### src/rtl/seq_divider.sv
// Iterative restoring unsigned divider: one quotient bit per clock, with a
// start/ready/done handshake and results held until the next accepted start.
module seq_divider #(
    parameter int DW = 8,
    parameter int VW = 4
) (
    input  logic          clk,
    input  logic          rst,
    input  logic          start,
    input  logic [DW-1:0] dividend,
    input  logic [VW-1:0] divisor,
    output logic          ready,
    output logic          busy,
    output logic          done,
    output logic [DW-1:0] quotient,
    output logic [VW-1:0] remainder,
    output logic          div_by_zero
);

    localparam int CW = $clog2(DW + 1);

    typedef enum logic [1:0] {
        S_IDLE = 2'd0,
        S_CALC = 2'd1,
        S_DONE = 2'd2
    } state_t;

    state_t        state_q, state_d;
    logic [CW-1:0] cnt_q, cnt_d;
    logic [VW-1:0] prem_q, prem_d;
    logic [DW-1:0] shreg_q, shreg_d;
    logic [VW-1:0] dvs_q, dvs_d;
    logic [DW-1:0] quot_q, quot_d;
    logic [VW-1:0] rem_q, rem_d;
    logic          dbz_q, dbz_d;

    logic [VW:0]   trial;
    logic          qbit;
    logic [VW-1:0] diff;
    logic [VW-1:0] prem_step;
    logic [DW-1:0] shreg_step;

    // The partial remainder is always below the divisor, so its extra bit is
    // only ever needed inside the trial value and is not stored.
    always_comb begin
        trial      = {prem_q, shreg_q[DW-1]};
        qbit       = (trial >= {1'b0, dvs_q});
        // The true difference fits VW bits whenever it is taken, so modulo
        // arithmetic on the low bits yields the exact result.
        diff       = trial[VW-1:0] - dvs_q;
        prem_step  = qbit ? diff : trial[VW-1:0];
        shreg_step = {shreg_q[DW-2:0], qbit};
    end

    always_ff @(posedge clk) begin
        if (rst) begin
            state_q <= S_IDLE;
            cnt_q   <= '0;
            prem_q  <= '0;
            shreg_q <= '0;
            dvs_q   <= '0;
            quot_q  <= '0;
            rem_q   <= '0;
            dbz_q   <= 1'b0;
        end else begin
            state_q <= state_d;
            cnt_q   <= cnt_d;
            prem_q  <= prem_d;
            shreg_q <= shreg_d;
            dvs_q   <= dvs_d;
            quot_q  <= quot_d;
            rem_q   <= rem_d;
            dbz_q   <= dbz_d;
        end
    end

    always_comb begin
        state_d = state_q;
        case (state_q)
            S_IDLE: begin
                if (start) begin
                    state_d = (divisor == '0) ? S_DONE : S_CALC;
                end
            end
            S_CALC: begin
                if (cnt_q == CW'(1)) begin
                    state_d = S_DONE;
                end
            end
            S_DONE:  state_d = S_IDLE;
            default: state_d = S_IDLE;
        endcase
    end

    always_comb begin
        cnt_d   = cnt_q;
        prem_d  = prem_q;
        shreg_d = shreg_q;
        dvs_d   = dvs_q;
        quot_d  = quot_q;
        rem_d   = rem_q;
        dbz_d   = dbz_q;
        case (state_q)
            S_IDLE: begin
                if (start) begin
                    dvs_d   = divisor;
                    shreg_d = dividend;
                    prem_d  = '0;
                    if (divisor == '0) begin
                        cnt_d  = '0;
                        quot_d = '1;
                        rem_d  = '1;
                        dbz_d  = 1'b1;
                    end else begin
                        cnt_d  = CW'(DW);
                        dbz_d  = 1'b0;
                    end
                end
            end
            S_CALC: begin
                prem_d  = prem_step;
                shreg_d = shreg_step;
                cnt_d   = cnt_q - CW'(1);
                if (cnt_q == CW'(1)) begin
                    quot_d = shreg_step;
                    rem_d  = prem_step;
                end
            end
            default: begin
            end
        endcase
    end

    always_comb begin
        ready       = (state_q == S_IDLE);
        busy        = (state_q == S_CALC);
        done        = (state_q == S_DONE);
        quotient    = quot_q;
        remainder   = rem_q;
        div_by_zero = dbz_q;
    end

endmodule

### config.mk
export PLATFORM = sky130hd
export DESIGN_NAME = seq_divider
export DESIGN_NICKNAME = d
export VERILOG_FILES = /design/src/rtl/seq_divider.sv
export SDC_FILE = /design/constraint.sdc
export NUM_CORES = 1
export LEC_CHECK = 0
export BUFFER_PORTS_ARGS = -buffer_cell sky130_fd_sc_hd__buf_2
export CAP_MARGIN = 25
export CORE_AREA = 2 2 63 88
export DETAILED_ROUTE_END_ITERATION = 8
export DIE_AREA = 0 0 65 90
export GPL_TIMING_DRIVEN = 0
export PLACE_DENSITY_LB_ADDON = 0.12
export SLEW_MARGIN = 20
export SYNTH_ARGS = -nofsm -noshare
export SYNTH_HDL_FRONTEND = slang
export SYNTH_SLANG_ARGS = --single-unit
### constraint.sdc
create_clock -name clk -period 2.16 [get_ports clk]
set_clock_uncertainty 0.1 [all_clocks]
set_input_delay 0 -clock clk [delete_from_list [all_inputs] [get_ports clk]]
set_output_delay 0 -clock clk [all_outputs]
set_load 0.1 [all_outputs]
==> summary.txt <==
Power and ir drop
  • Worst VDD drop: around 0.56 mV
  • P_leak: about 0.00090 uW
  • Power per cell area: about 810 nW/um2

GRT
  • Vias in the first global route: approximately 1400
  • Initial antenna violation count: 0
  • Largest net degree at the start of global routing: 13
  • GRT Residual Overflow: 0
  • First-pass GRT wire length: around 6600 um
  • All-Layer GR Usage: 14.8%

Clock tree
  • Maximum buffer depth of the clock tree: 2
  • H-tree depth: 2
  • CTS buffer count: 5
  • Clk Latency, worst-skew pair: slightly below 0.3 ns
  • Post-CTS Resized: 0
  • CTS root buffer: clkbuf_8
  • Clk sinks: 35
  • Clock transition at path regs: approximately 0.080 ns
  • CTS tree: yes

Die
  • Rows: 31
  • Initial Util: 33.9%
  • Core Area: 5080 um2
  • Die width: 65 um
  • Die Footprint: just under 6000 um2
  • Die height: approximately 90 um
  • IO Pins: 31

STA
  • Slew Limit Fails: 0
  • Fin crit share: roughly nine tenths
  • Final setup vio count: 0
  • Max Freq: slightly above 0.5 GHz
  • Slew @ Worst Pin: roughly 0.67 ns
  • Final hold vios: 0
  • RSZ-0062 raised after global routing: false
  • Slew margin rel.: 55.5%
  • Final TNS setup: 0 ns
  • Period minus WS final: about 2 ns

Placement
  • Routability congestion estimate: between 0.7 and 0.8
  • Buffers on Ports: 29
  • Hpwl dp: slightly below 3000 um
  • Placed cells: ~290

Synthesis
  • Syn Std Cell Area: 1720 um2
  • Sequential area share after synthesis: ~40%
  • Number of flops mapped to enable cells by yosys: 0
  • Netlist cell types: 40
  • Async S/R FF share, synth: 0%
  • Cells after Synth: a little under 200
  • Syn Nets: 215
  • Primary FF master, synth: dfxtp_1
  • FF+latch count, synth: 35
  • Yosys Warn Count: 0
  • Avg Inst Size Synth: roughly 8.9 um2

Worst setup path
  • CP dominant cell by count: a211oi_2
  • Startpoint types: flop
  • Critical-path maximum fanout: 5
  • Slowest cell delay on critical path: ~0.34 ns
  • Cell family with most CP delay: compound AO/OA/AOI/OAI gates
  • Worst setup EP type: flop
  • Critical Path AT: 2.06 ns
  • FF-to-FF setup slack: 0.21 ns
  • Crit path cell chain: inv_1 > ha_1 > nand2b_1 > a211oi_2 > o21ai_2 > mux2_2 > a211oi_2
  • Worst EP required: roughly 2.3 ns
  • Slowest-stage cell, CP: dfxtp_1
  • CP Class: flop to flop
  • CP Buf/Inv Count: 1

Drt
  • Post-route ant nets: 0
  • Routed via count: 1447
  • Vias/cell: around 4.7
  • DRC: 0
  • Final WL: 4040 um
  • Drt pass-1 iters: 4
  • Routed len/inst: 13.0 um
  • Initial DRC Count: 84

Layout
  • Area Overhead vs Synth: 28.1%
  • Leading cell type in the layout, fill and taps excluded: nor2_1
  • Highest-count cells in the layout ignoring fill and taps: nor2_1 (41), dfxtp_1 (35), buf_2 (31)
  • Fillers: 526
  • Final net count: around 270
  • Finished Layout Cells: 310
  • Antenna cells: 0
  • Layout cell share with drive strength beyond 1: a little over a quarter
  • Register cell area after layout: between 700 and 800 um2
  • Multi-input logic area: 920 um2

Hold path
  • Tightest Hold Check Type: input pin to flop

Flow run
  • Max Cap Viol: 0

Run status
  • Status: finished, final reports clean
==> final cells by class <==
cell class / count / share of cell area (%)
Clock buffer: 5 / 3.12
Sequential cell: 35 / 31.8
Inverter: 9 / 1.53
Buffer: 11 / 3.18
Multi-Input combinational cell: 138 / 41.7
Tap cell: 66 / 3.75
Clock inverter: 3 / 1.99
Timing Repair Buffer: 43 / 12.9
==> tightest hold or removal path, cell delays in order <==
cell and delay (ns):
buf_2 0.13, nor3b_1 0.13, a21oi_1 0.12, nor3_1 0.05
==> registers in the layout (all words and copies together) (netlist names) <==
register and count:
quotient 8, shreg_q 8, prem_q 4, div_by_zero 1, state_q 2, dvs_q 4
cnt_q 4, remainder 4
==> worst paths after layout <==
| kind | startpoint | end | cells past startpoint |
|---|---|---|---|
| worst max-delay path | shreg_q[7] | remainder[0] | 7 |
| worst min-delay path | start | state_q[0] | 4 |
| worst max register to register | shreg_q[7] | remainder[0] | 7 |
| worst min register to register | shreg_q[0] | shreg_q[1] | 2 |
==> Yosys cell counts (2+ instances only) <==
master | number | area [um2]
nand2b_1 | 5 | 31.3
buf_2 | 2 | 10.0
mux2i_1 | 4 | 40.0
buf_6 | 2 | 22.5
a21oi_1 | 6 | 30.0
buf_4 | 3 | 22.5
nor3_1 | 5 | 25.0
inv_1 | 8 | 30.0
clkbuf_1 | 3 | 11.3
dfxtp_1 | 35 | 701
a311oi_1 | 7 | 61.3
nand2_1 | 19 | 71.3
nand3_1 | 2 | 10.0
a211oi_1 | 2 | 15.0
nor2b_1 | 2 | 12.5
xor2_1 | 3 | 26.3
nor2_1 | 42 | 158
a211oi_2 | 12 | 150
ha_1 | 6 | 75.1
o21ai_0 | 5 | 25.0
==> report_power, final <==
| part | internal (uW) | switching, uW |
|---|---|---|
| clock | 343 | 245 |
| sequential | 695 | 31.7 |
| combinational | 160 | 318 |
==> per-layer routing <==
metal	global-route usage [%]	routed length, um	part of all wire (%)
met5	0	0	0
met3	3.88	131	3.2
met1	16.4	1770	44
met2	26.3	2050	51
met4	5.85	87	2.2
==> kinds of logic after synthesis <==
family                     Yosys count  synth area share (%)
and+or+nand+nor                     84                  22.9
AOI/OAI and AO/OA                   39                  20.3
DFF                                 35                  40.7
buffers and inverters               20                  6.03
adders and majority gates            7                  5.52
muxes                                5                  2.98
xor gates and xnor gates             3                  1.53
==> what timing repair did <==
item | 4_1_cts | 5_1_grt
hold endpoints to repair | 12 | 0
setup buffers | 0 | 0
hold buffers | 14 | 0
==> metrics by stage <==
step / cell area, um2 / utilization, % / total power [uW] / setup slack, ns / hold slack (ns)
after floorplan: 1720 / - / 1110 / 0.0601 / 0.0386
after global placement: 1950 / 38.4 / 1200 / 0.220 / 0.177
after detailed placement: 1950 / 38.4 / 1200 / 0.213 / 0.179
after CTS: 2200 / 43.4 / 1820 / 0.201 / 0.0747
after global routing: 2200 / 43.4 / 1900 / 0.0774 / 0.132
final: 2200 / 43.4 / 1790 / 0.214 / 0.0840
No activity file was read; power rests on OpenSTA's default activity.
